<file path="config.mk">
export PLATFORM = sky130hd
export DESIGN_NAME = cp0_irq_timer_flat
export DESIGN_NICKNAME = d
export VERILOG_FILES = /design/src/rtl/cp0_irq_timer_pkg.sv /design/src/rtl/cp0_irq_timer_if.sv /design/src/rtl/cp0_irq_timer_irq_sync.sv /design/src/rtl/cp0_irq_timer.sv /design/src/flat_wrapper.sv
export SDC_FILE = /design/constraint.sdc
export NUM_CORES = 1
export LEC_CHECK = 0
export ABC_AREA = 1
export BUFFER_PORTS_ARGS = -buffer_cell sky130_fd_sc_hd__buf_2
export CORE_UTILIZATION = 25
export DETAILED_ROUTE_END_ITERATION = 7
export GPL_TIMING_DRIVEN = 0
export PLACE_DENSITY = 0.51
export SYNTH_ARGS = -nofsm -noshare
export SYNTH_HDL_FRONTEND = slang
export SYNTH_HIERARCHICAL = 1
export SYNTH_SLANG_ARGS = --single-unit
export TNS_END_PERCENT = 1
</file>
<file path="constraint.sdc">
create_clock -name clk -period 2.65 [get_ports clk]
set_input_delay 0.265 -clock clk [delete_from_list [all_inputs] [get_ports clk]]
set_output_delay 0.265 -clock clk [all_outputs]
set_load 0.05 [all_outputs]
</file>
<file path="src/rtl/cp0_irq_timer_pkg.sv">
// Shared CP0 constants: cause codes, register numbers, SR/Cause field positions
// and the per-cycle exception/ERET event decode type.
package cp0_irq_timer_pkg;

  localparam logic [4:0] CAUSE_INT  = 5'd0;
  localparam logic [4:0] CAUSE_ADEL = 5'd4;
  localparam logic [4:0] CAUSE_ADES = 5'd5;
  localparam logic [4:0] CAUSE_ERET = 5'd31;

  localparam logic [4:0] CP0_BADVADDR = 5'd8;
  localparam logic [4:0] CP0_COUNT    = 5'd9;
  localparam logic [4:0] CP0_COMPARE  = 5'd11;
  localparam logic [4:0] CP0_SR       = 5'd12;
  localparam logic [4:0] CP0_CAUSE    = 5'd13;
  localparam logic [4:0] CP0_EPC      = 5'd14;
  localparam logic [4:0] CP0_PRID     = 5'd15;

  localparam int SR_IE       = 0;
  localparam int SR_EXL      = 1;
  localparam int SR_IM_LO    = 8;
  localparam int CAUSE_EXC_LO = 2;
  localparam int CAUSE_IP_LO = 8;
  localparam int CAUSE_TI    = 30;
  localparam int CAUSE_BD    = 31;

  typedef enum logic [1:0] {
    EV_NONE = 2'd0,
    EV_EXC  = 2'd1,
    EV_ERET = 2'd2
  } cp0Event_e;

  function automatic logic [31:0] packSr(input logic [7:0] im, input logic exl, input logic ie);
    packSr = {16'd0, im, 6'd0, exl, ie};
  endfunction

  function automatic logic [31:0] packCause(input logic bd, input logic ti,
                                            input logic [7:0] ip, input logic [4:0] exc);
    packCause = {bd, ti, 14'd0, ip, 1'b0, exc, 2'b00};
  endfunction

endpackage

</file>
<file path="src/rtl/cp0_irq_timer_if.sv">
// Pipeline <-> CP0 bundle: MTC0/MFC0 access, exception events, interrupt lines
// and the fetch redirect. master = pipeline side, slave = CP0.
interface cp0_irq_timer_if #(
  parameter int NUM_EXT_IRQ = 5
);
  logic                   we;
  logic [4:0]             addr;
  logic [31:0]            wdata;
  logic [31:0]            rdata;
  logic                   has_exception_in_pipeline;
  logic                   is_exception;
  logic [4:0]             exc_cause;
  logic                   is_bd;
  logic [31:0]            exc_pc;
  logic [31:0]            bad_vaddr;
  logic [NUM_EXT_IRQ-1:0] ext_irq;
  logic                   jump;
  logic [31:0]            jump_address;
  logic                   interrupt_now;
  logic                   timer_irq;

  modport master (
    output we, addr, wdata, has_exception_in_pipeline, is_exception, exc_cause,
           is_bd, exc_pc, bad_vaddr, ext_irq,
    input  rdata, jump, jump_address, interrupt_now, timer_irq
  );

  modport slave (
    input  we, addr, wdata, has_exception_in_pipeline, is_exception, exc_cause,
           is_bd, exc_pc, bad_vaddr, ext_irq,
    output rdata, jump, jump_address, interrupt_now, timer_irq
  );
endinterface

</file>
<file path="src/rtl/cp0_irq_timer_irq_sync.sv">
// Multi-flop synchroniser for asynchronous level interrupt requests.
module irq_sync #(
  parameter int WIDTH  = 1,
  parameter int STAGES = 2
) (
  input  logic             clk,
  input  logic             reset_n,
  input  logic [WIDTH-1:0] d,
  output logic [WIDTH-1:0] q
);

  logic [WIDTH-1:0] stageQ [STAGES];

  // Shift chain; stage 0 is the only flop that sees the asynchronous input
  always_ff @(posedge clk or negedge reset_n) begin
    if (!reset_n) begin
      for (int i = 0; i < STAGES; i++) begin
        stageQ[i] <= '0;
      end
    end else begin
      stageQ[0] <= d;
      for (int i = 1; i < STAGES; i++) begin
        stageQ[i] <= stageQ[i-1];
      end
    end
  end

  assign q = stageQ[STAGES-1];

endmodule

</file>
<file path="src/rtl/cp0_irq_timer.sv">
// Coprocessor 0: SR/Cause/EPC/PrId/BadVAddr, Count/Compare timer, interrupt
// qualification and exception/ERET redirect for the fetch stage.
module cp0_irq_timer
  import cp0_irq_timer_pkg::*;
#(
  parameter int          NUM_EXT_IRQ = 5,
  parameter int          SYNC_STAGES = 2,
  parameter logic [31:0] EXC_VECTOR  = 32'h00004180,
  parameter logic [31:0] PRID_VALUE  = 32'hDEADBEEF,
  parameter int          TIMER_EN    = 1
) (
  input logic             clk,
  input logic             reset_n,
  cp0_irq_timer_if.slave  bus
);

  logic [7:0]             srIm;
  logic                   srExl;
  logic                   srIe;
  logic                   causeBd;
  logic                   causeTi;
  logic [1:0]             causeSw;
  logic [4:0]             causeExc;
  logic [31:0]            epcReg;
  logic [31:0]            badVaddrReg;
  logic [31:0]            countReg;
  logic [31:0]            compareReg;
  logic [NUM_EXT_IRQ-1:0] extSync;
  logic [7:0]             ipVec;
  logic [31:0]            countNext;
  logic                   timerMatch;
  cp0Event_e              evt;

  irq_sync #(
    .WIDTH  (NUM_EXT_IRQ),
    .STAGES (SYNC_STAGES)
  ) u_irq_sync (
    .clk     (clk),
    .reset_n (reset_n),
    .d       (bus.ext_irq),
    .q       (extSync)
  );

  // Pending-interrupt vector: software bits, synchronised lines, timer on IP7
  always_comb begin
    ipVec      = 8'd0;
    ipVec[1:0] = causeSw;
    for (int i = 0; i < NUM_EXT_IRQ; i++) begin
      ipVec[2+i] = extSync[i];
    end
    ipVec[7] = causeTi;
  end

  // Classify this cycle's exception input; illegal combinations are dropped
  always_comb begin
    if (bus.is_exception && !srExl && (bus.exc_cause != CAUSE_ERET)) begin
      evt = EV_EXC;
    end else if (bus.is_exception && srExl && (bus.exc_cause == CAUSE_ERET)) begin
      evt = EV_ERET;
    end else begin
      evt = EV_NONE;
    end
  end

  // Next Count value; an MTC0 Count replaces the increment
  always_comb begin
    if (TIMER_EN == 0) begin
      countNext  = 32'd0;
      timerMatch = 1'b0;
    end else begin
      if (bus.we && (bus.addr == CP0_COUNT)) begin
        countNext = bus.wdata;
      end else begin
        countNext = countReg + 32'd1;
      end
      timerMatch = (countNext == compareReg);
    end
  end

  // Redirect and interrupt decision go straight to fetch in the same cycle
  always_comb begin
    case (evt)
      EV_EXC: begin
        bus.jump         = 1'b1;
        bus.jump_address = EXC_VECTOR;
      end
      EV_ERET: begin
        bus.jump         = 1'b1;
        bus.jump_address = epcReg;
      end
      default: begin
        bus.jump         = 1'b0;
        bus.jump_address = 32'd0;
      end
    endcase
    bus.interrupt_now = srIe && !srExl && !bus.has_exception_in_pipeline && ((ipVec & srIm) != 8'd0);
    bus.timer_irq     = causeTi;
  end

  // MFC0 read mux
  always_comb begin
    case (bus.addr)
      CP0_BADVADDR: bus.rdata = badVaddrReg;
      CP0_COUNT:    bus.rdata = countReg;
      CP0_COMPARE:  bus.rdata = compareReg;
      CP0_SR:       bus.rdata = packSr(srIm, srExl, srIe);
      CP0_CAUSE:    bus.rdata = packCause(causeBd, causeTi, ipVec, causeExc);
      CP0_EPC:      bus.rdata = epcReg;
      CP0_PRID:     bus.rdata = PRID_VALUE;
      default:      bus.rdata = 32'd0;
    endcase
  end

  // Architectural state; exception/ERET updates are applied after MTC0 so they win
  always_ff @(posedge clk or negedge reset_n) begin
    if (!reset_n) begin
      srIm        <= 8'hFF;
      srExl       <= 1'b1;
      srIe        <= 1'b0;
      causeBd     <= 1'b0;
      causeTi     <= 1'b0;
      causeSw     <= 2'b00;
      causeExc    <= 5'd0;
      epcReg      <= 32'd0;
      badVaddrReg <= 32'd0;
      countReg    <= 32'd0;
      compareReg  <= 32'd0;
    end else begin
      countReg <= countNext;
      if (bus.we && (bus.addr == CP0_COMPARE)) begin
        compareReg <= bus.wdata;
        causeTi    <= 1'b0;
      end else if (timerMatch) begin
        causeTi <= 1'b1;
      end else begin
        causeTi <= causeTi;
      end
      if (bus.we) begin
        case (bus.addr)
          CP0_SR: begin
            srIm  <= bus.wdata[SR_IM_LO +: 8];
            srExl <= bus.wdata[SR_EXL];
            srIe  <= bus.wdata[SR_IE];
          end
          CP0_CAUSE: causeSw <= bus.wdata[CAUSE_IP_LO +: 2];
          CP0_EPC:   epcReg  <= bus.wdata;
          default:   ;
        endcase
      end
      case (evt)
        EV_EXC: begin
          srExl    <= 1'b1;
          causeBd  <= bus.is_bd;
          causeExc <= bus.exc_cause;
          epcReg   <= bus.is_bd ? (bus.exc_pc - 32'd4) : bus.exc_pc;
          if ((bus.exc_cause == CAUSE_ADEL) || (bus.exc_cause == CAUSE_ADES)) begin
            badVaddrReg <= bus.bad_vaddr;
          end
        end
        EV_ERET: srExl <= 1'b0;
        default: ;
      endcase
    end
  end

endmodule
</file>
<file path="src/flat_wrapper.sv">
// flat-port wrapper written by rule: the top's interface ports become plain ports
module cp0_irq_timer_flat import cp0_irq_timer_pkg::*;
#(
  parameter int          NUM_EXT_IRQ = 5,
  parameter int          SYNC_STAGES = 2,
  parameter logic [31:0] EXC_VECTOR  = 32'h00004180,
  parameter logic [31:0] PRID_VALUE  = 32'hDEADBEEF,
  parameter int          TIMER_EN    = 1
)
  (clk, reset_n, bus_we, bus_addr, bus_wdata, bus_has_exception_in_pipeline, bus_is_exception, bus_exc_cause, bus_is_bd, bus_exc_pc, bus_bad_vaddr, bus_ext_irq, bus_rdata, bus_jump, bus_jump_address, bus_interrupt_now, bus_timer_irq);
  cp0_irq_timer_if #(.NUM_EXT_IRQ(NUM_EXT_IRQ)) bus_i ();
  input logic clk;
  input logic reset_n;
  input wire logic [$bits(bus_i.we)-1:0] bus_we;
  input wire logic [$bits(bus_i.addr)-1:0] bus_addr;
  input wire logic [$bits(bus_i.wdata)-1:0] bus_wdata;
  input wire logic [$bits(bus_i.has_exception_in_pipeline)-1:0] bus_has_exception_in_pipeline;
  input wire logic [$bits(bus_i.is_exception)-1:0] bus_is_exception;
  input wire logic [$bits(bus_i.exc_cause)-1:0] bus_exc_cause;
  input wire logic [$bits(bus_i.is_bd)-1:0] bus_is_bd;
  input wire logic [$bits(bus_i.exc_pc)-1:0] bus_exc_pc;
  input wire logic [$bits(bus_i.bad_vaddr)-1:0] bus_bad_vaddr;
  input wire logic [$bits(bus_i.ext_irq)-1:0] bus_ext_irq;
  output wire logic [$bits(bus_i.rdata)-1:0] bus_rdata;
  output wire logic [$bits(bus_i.jump)-1:0] bus_jump;
  output wire logic [$bits(bus_i.jump_address)-1:0] bus_jump_address;
  output wire logic [$bits(bus_i.interrupt_now)-1:0] bus_interrupt_now;
  output wire logic [$bits(bus_i.timer_irq)-1:0] bus_timer_irq;
  assign bus_i.we = bus_we;
  assign bus_i.addr = bus_addr;
  assign bus_i.wdata = bus_wdata;
  assign bus_i.has_exception_in_pipeline = bus_has_exception_in_pipeline;
  assign bus_i.is_exception = bus_is_exception;
  assign bus_i.exc_cause = bus_exc_cause;
  assign bus_i.is_bd = bus_is_bd;
  assign bus_i.exc_pc = bus_exc_pc;
  assign bus_i.bad_vaddr = bus_bad_vaddr;
  assign bus_i.ext_irq = bus_ext_irq;
  assign bus_rdata = bus_i.rdata;
  assign bus_jump = bus_i.jump;
  assign bus_jump_address = bus_i.jump_address;
  assign bus_interrupt_now = bus_i.interrupt_now;
  assign bus_timer_irq = bus_i.timer_irq;
  cp0_irq_timer #(.NUM_EXT_IRQ(NUM_EXT_IRQ), .SYNC_STAGES(SYNC_STAGES), .EXC_VECTOR(EXC_VECTOR), .PRID_VALUE(PRID_VALUE), .TIMER_EN(TIMER_EN)) u_core (.clk(clk), .reset_n(reset_n), .bus(bus_i));
endmodule
</file>
==> run_results.csv, run 1 <==
group,metric,value,unit
run_status,status,"finished, final reports clean",
placement,port_buffers,183,
floorplanning,rows,71,
yosys,yosys-top-cells-count,"nand2_1 (366), inv_1 (179), dfrtp_1 (148), o21ai_0 (136), nor2_1 (126)",
power,leakage,5.92,nW
run,max_cap_violations,0,
setup_path,cp_data_required_time,2.38,ns
clock_tree,cts_sinks,157,
setup_path,cp_max_fo,10,
yosys,synth_top_area_share,38.5,%
routing,route.detailed.drc,0,
yosys,syn_area_per_cell,7.26,sq um
floorplanning,die_h,198,um
yosys,netlist_instances,1326,
sta,post-route-period-util,99.3,%
grt,grt_pass1_wl,59300,um
sta,finalSetupViolCount,0,
grt,grt_pass1_vias,9574,
placement,dpl.cell_count,2021,
floorplanning,core,0.0378,sq mm
sta,tightestPinTransition,0.765,ns
sta,max_freq,0.380,GHz
grt,grt_start_max_net_pins,90,
yosys,synth-xor-area-share,2.27,%
floorplanning,ioPinCount,184,
cells_and_area,final_util,31.4,%
sta,period_needed,2.63,ns
yosys,synthAdderAreaFrac,0.260,%
clock_tree,cts_buffers,17,
sta,slew_headroom,49.0,%
clock_tree,clkSlewWorstSetupHoldPaths,0.07,ns
power,ir_worst_vdd,0.000360,V
setup_path,worst-setup-path-type,"in -> out",
routing,drtAntennaViolNets,0,
routing,vias,9765,
cells_and_area,fin_nets,1654,
cells_and_area,final_cell_count_no_fill,2060,
yosys,synthMuxAreaShare,3.86,%
sta,hold_viol,0,
sta,worst_clock_skew,0.0108,ns
grt,antenna_found_initial,3,
yosys,synth-edff-count,0,
yosys,synth-simple-area-share,27.0,%
clock_tree,clockRootBuffer,"clkbuf_16",
worst_hold_path,worstHoldPathType,"in -> reg",
clock_tree,cts_tree,"yes",
yosys,syn-num-nets,1445,
sta,finalMaxSlewViolations,0,
yosys,synth_top_area_cell,"dfrtp_1",
cells_and_area,drive_gt1_share,21.1,%
sta,rsz0062_at_grt,"true",
floorplanning,fp.dieW,198,um
yosys,yosysMostFrequentCell,"nand2_1",
yosys,yosysWarnings,6,
setup_path,critical_path_arrival,2.37,ns
routing,drt_pass1_iterations,7,
setup_path,cp-start-kind,"input port",
yosys,synth_area_leaders,"dfrtp_1 (38%), nand2_1 (14%), o21ai_0 (7.1%)",
yosys,yosysUniqueCellTypes,47,
setup_path,crit_path_end_kind,"output port",
placement,dp_hpwl,32400,um
power,power.density,755,mW/mm^2
yosys,synthArstFlopShare,100,%
grt,globalRouteOverflowTotal,0,
clock_tree,cts_htree_levels,4,
grt,grt_usage,20.7,%
yosys,syn-cell-area,0.00963,sq mm
cells_and_area,syn2layout_area_growth,23.2,%
routing,drtIter0Drc,847,
yosys,yosysSeqAreaShare,40.9,%
yosys,ys_ff_latch,157,
sta,tns,0,ns
yosys,synth_compound_area_share,15.6,%
routing,wirelength,40100,um
floorplanning,dieArea,0.0393,sq mm
yosys,synth_top_family_by_area,"simple AND/OR/NAND/NOR gates",
placement,place.gp.congestion,0.968,
routing,via_per_inst,4.74,
routing,post_drt_wl_per_cell,19.5,um
yosys,synthFlopType,"dfrtp_1",
clock_tree,clockBufferDepth,2,
clock_tree,clock_latency,0.43,ns
floorplanning,start_util,25.5,%
==> routing by layer <==
metal  global-route usage, %  vias to the layer above  share of wire [%]
met3                    2.90                       43                6.4
met5                       0                        -                  0
met4                    6.86                        0                2.5
met1                    28.0                     4629                 45
li1                        -                     4721                  -
met2                    33.9                      372                 46
==> power by group <==
| part | leakage [nW] | switching, mW | internal, mW | total [mW] |
|---|---|---|---|---|
| clock | 0.257 | 1.03 | 1.25 | 2.28 |
| combinational | 3.80 | 1.99 | 0.972 | 2.96 |
| sequential | 1.86 | 0.555 | 3.16 | 3.71 |
==> registers in the layout, indices dropped and copies added, names as in the netlist <==
signal                    flops
u_core/compareReg            32
u_core/srExl                  1
u_core/badVaddrReg           32
u_core/srIe                   1
u_core/countReg              32
u_core/causeBd                1
u_core/u_irq_sync/stageQ      5
u_core/causeSw                2
u_core/srIm                   8
u_core/u_irq_sync/q           5
u_core/causeExc               5
u_core/bus.timer_irq          1
u_core/epcReg                32
==> worst max-delay path, cell delays in order <==
cell       delay [ns]
buf_2            0.09
inv_1            0.07
nand3_2          0.19
nor2_1           0.30
clkbuf_1         0.62
a21oi_1          0.31
o2111ai_1        0.19
buf_2            0.32
==> cell families after synthesis <==
family,count (synthesis)
DFF,157
AOI/OAI and AO/OA,253
buffers and inverters,239
adders and majority gates,2
and+or+nand+nor,617
muxes,33
xor gates and xnor gates,25
==> path summary, 6_finish.rpt <==
| path | start | endpoint | slack (ns) | cells past startpoint |
|---|---|---|---|---|
| setup / recovery | bus_addr[4] | bus_rdata[12] | 0.02 | 8 |
| hold / removal | bus_wdata[15] | u_core/compareReg[15]$_DFFE_PN0P_ | 0.06 | 3 |
| setup reg to reg | u_core/countReg[1]$_DFF_PN0_ | u_core/bus.timer_irq$_DFFE_PN0P_ | 0.15 | 17 |
| hold reg to reg | u_core/u_irq_sync/stageQ[7]$_DFF_PN0_ | u_core/u_irq_sync/q[2]$_DFF_PN0_ | 0.35 | 0 |
| max in group asynchronous | reset_n | u_core/badVaddrReg[24]$_DFFE_PN0P_ | 1.37 | 3 |
| min in group asynchronous | reset_n | u_core/u_irq_sync/stageQ[9]$_DFF_PN0_ | 0.38 | 2 |
==> cells in the final DEF (no fill, tap or decap), types with 6 or more instances in the layout <==
master and n:
buf_2 193, o21ai_0 135, dfstp_2 9, nand3_1 69, nand2_1 366, a221oi_1 7, xnor2_1 9, o22ai_1 12
inv_1 179, buf_4 7, dfrtp_1 148, mux2_2 33, o211ai_1 13, a21oi_1 34, dlygate4sd3_1 6, clkbuf_16 17
o21ai_1 6, o221ai_1 6, inv_2 9, o2111ai_1 17, a22oi_1 11, clkbuf_1 26, nor2_2 9, xor2_1 16
nand4_1 10, nor2_1 126
==> repair_timing <==
action / in CTS / in global routing
gates resized for setup: 6 / 9
pin swaps: 1 / 0
cloned: 0 / 0
setup endpoints to repair: 27 / 23
hold endpoints to repair: 73 / 0
hold buffers: 6 / 0
setup buffers: 1 / 0
==> final cells by class <==
type	instances	area [sq um]
Clock inverter	9	65.1
Sequential cell	157	3940
Inverter	188	706
Clock buffer	23	468
Multi-Input combinational cell	930	4750
Antenna cell	1	2.50
Tap cell	511	639
Fill cell	4177	25900
Buffer	50	268
Timing Repair Buffer	191	1020
==> metrics by stage <==
stage / setup slack [ns] / total power [mW] / instance area (sq um) / hold slack, ns
6_report: 0.0186 / 8.95 / 11900 / 0.0578
3_5_place_dp: -0.498 / 6.64 / 11200 / 0.269
2_1_floorplan: 0.114 / 5.59 / 9630 / -0.0306
5_1_grt: -0.0688 / 9.54 / 11900 / 0.0514
3_3_place_gp: -1.27 / 6.58 / 11200 / 0.337
4_1_cts: 0.00547 / 8.95 / 11800 / 0.0452
Power figures use the tool's default switching activity.
==> inputs of run 2 (changes only) <==
SYNTH_HIERARCHICAL = default   (was 1)
==> run 2 against run 1 <==
The flow now finishes with violations (negative setup slack). Power is 3.0% higher. Combinational power fell by 3%. Sequential cell count stayed put. Clock power up 18%. Final area up 0.18%. Sequential share of layout area shrank 0.059 points. Clock skew down 0.0038 ns. Fmax fell by 2.8%. Worst setup slack worse by 0.075 ns. Sequential power fell by 2%. Non-clock buffer count shrank 5. Die area is 1.0% lower. Critical path type unchanged.
==> run_results.csv, run 2 <==
group,metric,value,unit
clock_tree,cts_htree_levels,4,
worst_hold_path,min_to,"u_core.badVaddrReg[5]$_DFFE_PN0P_",
yosys,yosysMostFrequentCell,"nand2_1",
grt,grt_usage,20.7,%
floorplanning,ioPinCount,184,
run_status,status,"complete, but fails checks",
clock_tree,clock_latency,0.44,ns
run_status,violations,"negative setup slack",
setup_path,worst-setup-path-type,"in -> out",
sta,period_needed,2.71,ns
clock_tree,cts_sinks,157,
routing,vias,9761,
sta,worst_clock_skew,0.00707,ns
yosys,synth-edff-count,0,
setup_path,rrSetupSlack,0.16,ns
setup_path,critical_path_arrival,2.44,ns
clock_tree,cts_buffers,17,
routing,post_drt_wl_per_cell,19.4,um
routing,drtAntennaViolNets,0,
setup_path,crit_path_end_kind,"output port",
clock_tree,clockBufferDepth,2,
run,max_cap_violations,0,
yosys,synth_top_family_by_area,"simple AND/OR/NAND/NOR gates",
yosys,synthFlopType,"dfrtp_1",
setup_path,r2r_start,"u_core.countReg[15]$_DFF_PN0_",
sta,finalWorstSetupSlack,-0.0567,ns
sta,hold_viol,0,
grt,globalRouteOverflowTotal,0,
yosys,syn-num-nets,1447,
cells_and_area,final_cell_mix,"nand2_1 (400), buf_2 (194), inv_1 (166)",
placement,dpl_cell_area,0.0111,sq mm
power,power.density,777,mW/mm^2
floorplanning,fp.dieW,197,um
cells_and_area,layout_commonest_cell,"nand2_1",
floorplanning,rows,71,
placement,port_buffers,183,
yosys,syn-cell-area,0.00953,sq mm
cells_and_area,final_cell_count_no_fill,2062,
power,ir_worst_vdd,0.000408,V
sta,slew_headroom,40.3,%
worst_hold_path,worstHoldPathType,"in -> reg",
setup_path,cp-start-kind,"input port",
sta,tightestPinTransition,0.888,ns
routing,wirelength,39900,um
setup_path,slowest_stage,"clkbuf_2",
cells_and_area,syn2layout_area_growth,24.7,%
setup_path,cpPeakStageDelay,0.42,ns
power,leakage,5.94,nW
setup_path,crit_path_cell_trace,"buf_2 > nand2_2 > nor2_1 > nand2_1 > clkbuf_2 > o22ai_1 > a21oi_1 > o2111ai_1 > buf_2",
cells_and_area,fin_area,0.0119,sq mm
grt,grt_pass1_vias,9792,
setup_path,rr_endpoint,"u_core.bus.timer_irq$_DFFE_PN0P_",
clock_tree,cts_tree,"yes",
setup_path,r2r_cells,16,
cells_and_area,drive_gt1_share,20.5,%
cells_and_area,fin_nets,1658,
routing,route.detailed.drc,0,
yosys,syn_area_per_cell,7.17,sq um
yosys,synthMuxAreaShare,3.90,%
sta,finalMaxSlewViolations,0,
placement,dp_hpwl,32200,um
yosys,yosysWarnings,0,
clock_tree,clockRootBuffer,"clkbuf_16",
yosys,yosysUniqueCellTypes,44,
routing,drtIter0Drc,750,
setup_path,critical_path.most_common_cell,"buf_2",
cells_and_area,antenna_cells,0,
setup_path,cp_data_required_time,2.38,ns
clock_tree,clkSlewWorstSetupHoldPaths,0.07,ns
floorplanning,dieArea,0.0389,sq mm
yosys,yosysSeqAreaShare,41.4,%
worst_hold_path,hold_depth,2,
routing,via_per_inst,4.73,
floorplanning,die_h,197,um
setup_path,cp_max_fo,10,
cells_and_area,final_util,31.6,%
yosys,synth_compound_area_share,14.4,%
grt,grt_pass1_wl,59100,um
sta,finalSetupViolCount,3,
floorplanning,start_util,25.4,%
yosys,synthArstFlopShare,100,%
grt,grt_start_max_net_pins,112,
cells_and_area,fillers,4125,
sta,holdWs,0.0470,ns
yosys,synth_top_area_share,38.9,%
floorplanning,core,0.0376,sq mm
routing,drt_pass1_iterations,5,
placement,dpl.cell_count,2024,
sta,rsz0062_at_grt,"true",
yosys,synth_top_area_cell,"dfrtp_1",
yosys,synth-xor-area-share,1.93,%
worst_hold_path,worstHoldStart,"bus_bad_vaddr[5]",
grt,antenna_found_initial,0,
sta,max_freq,0.369,GHz
placement,place.gp.congestion,0.907,
yosys,ys_ff_latch,157,
placement,place_ws,-0.614,ns
yosys,synth_area_leaders,"dfrtp_1 (39%), nand2_1 (16%), inv_1 (6.5%)",
yosys,synthAdderAreaFrac,0.263,%
yosys,netlist_instances,1328,
sta,post-route-period-util,102,%
yosys,synth-simple-area-share,29.2,%
yosys,yosys-top-cells-count,"nand2_1 (400), inv_1 (166), dfrtp_1 (148), nor2_1 (132), o21ai_0 (112)",
[run 2: cell types whose count changed after synthesis, moves of 4 or more]
| cell | before | now |
|---|---|---|
| a22o_1 | 0 | 4 |
| a22oi_1 | 11 | 6 |
| buf_4 | 6 | 1 |
| inv_1 | 179 | 166 |
| nand2_1 | 366 | 400 |
| nand3_1 | 69 | 79 |
| nor2_1 | 126 | 132 |
| nor4_1 | 2 | 7 |
| o2111ai_1 | 18 | 14 |
| o211ai_1 | 13 | 17 |
| o21ai_0 | 136 | 112 |
| xor2_1 | 16 | 10 |
[run 2: where the power goes]
group | internal, mW | switching, mW
Clock | 1.65 | 1.05
Sequential | 3.13 | 0.514
Combinational | 0.940 | 1.95
Total | 5.72 | 3.51
[run 2: metrics by stage]
stage	power (mW)	setup TNS (ns)
finish	9.23	-0.0851
global route	9.75	-0.0297
CTS	9.21	0
detailed placement	6.50	-10.73
global placement	6.45	-214.47
floorplan	5.48	0
[run 2: worst max-delay path: cells and delay by family]
family	cells	cell delay, ns
AO/OA/AOI/OAI	3	0.67
buffers and inverters	3	0.87
AND/OR/NAND/NOR	3	0.61
[run 2: cells by family after synthesis]
group / after synthesis
compound gates: 230
xor+xnor: 21
fa+ha+maj: 2
buf+inv: 217
flops: 157
mux: 33
simple gates: 668
[run 2: what timing repair did]
action / 4_1_cts / 5_1_grt
endpoints found under the hold margin: 46 / 0
endpoints found under the setup margin: 27 / 8
hold buffers: 6 / 0
gates cloned: 0 / 0
pin swaps: 1 / 1
gates resized for setup: 12 / 8
buffers inserted: 1 / 0
[run 2: worst max-delay path by stage]
stage / from / to / slack (ns) / cells past startpoint
after detailed placement: bus_addr[4] / bus_rdata[30] / -0.61 / 10
final: bus_addr[0] / bus_rdata[6] / -0.06 / 9
after CTS: bus_addr[0] / bus_rdata[5] / 0.001 / 7
after floorplan: bus_addr[4] / bus_rdata[17] / 0.17 / 7
after global placement: reset_n / u_core.badVaddrReg[27]$_DFFE_PN0P_ / -1.33 / 1
after global routing: u_core.countReg[1]$_DFF_PN0_ / u_core.bus.timer_irq$_DFFE_PN0P_ / -0.01 / 17
[run 2: area by class of cell]
type	instances	area, sq um	area share (%)
plain buffers	44	218	1.83
clock buffers	21	470	3.96
clock inverters	10	161	1.36
inverters	173	649	5.47
multi-input cells	954	4770	40.1
flip-flops and latches	157	3940	33.2
well taps	511	639	5.38
repair buffers	192	1030	8.69
[run 2: routing by layer]
| layer | routed length (um) | global-route usage (%) | vias to the layer above |
|---|---|---|---|
| li1 | - | - | 4738 |
| met1 | 16900 | 25.7 | 4615 |
| met2 | 19500 | 35.6 | 344 |
| met3 | 2310 | 3.21 | 64 |
| met4 | 1260 | 8.41 | 0 |
| met5 | 0 | 0 | - |
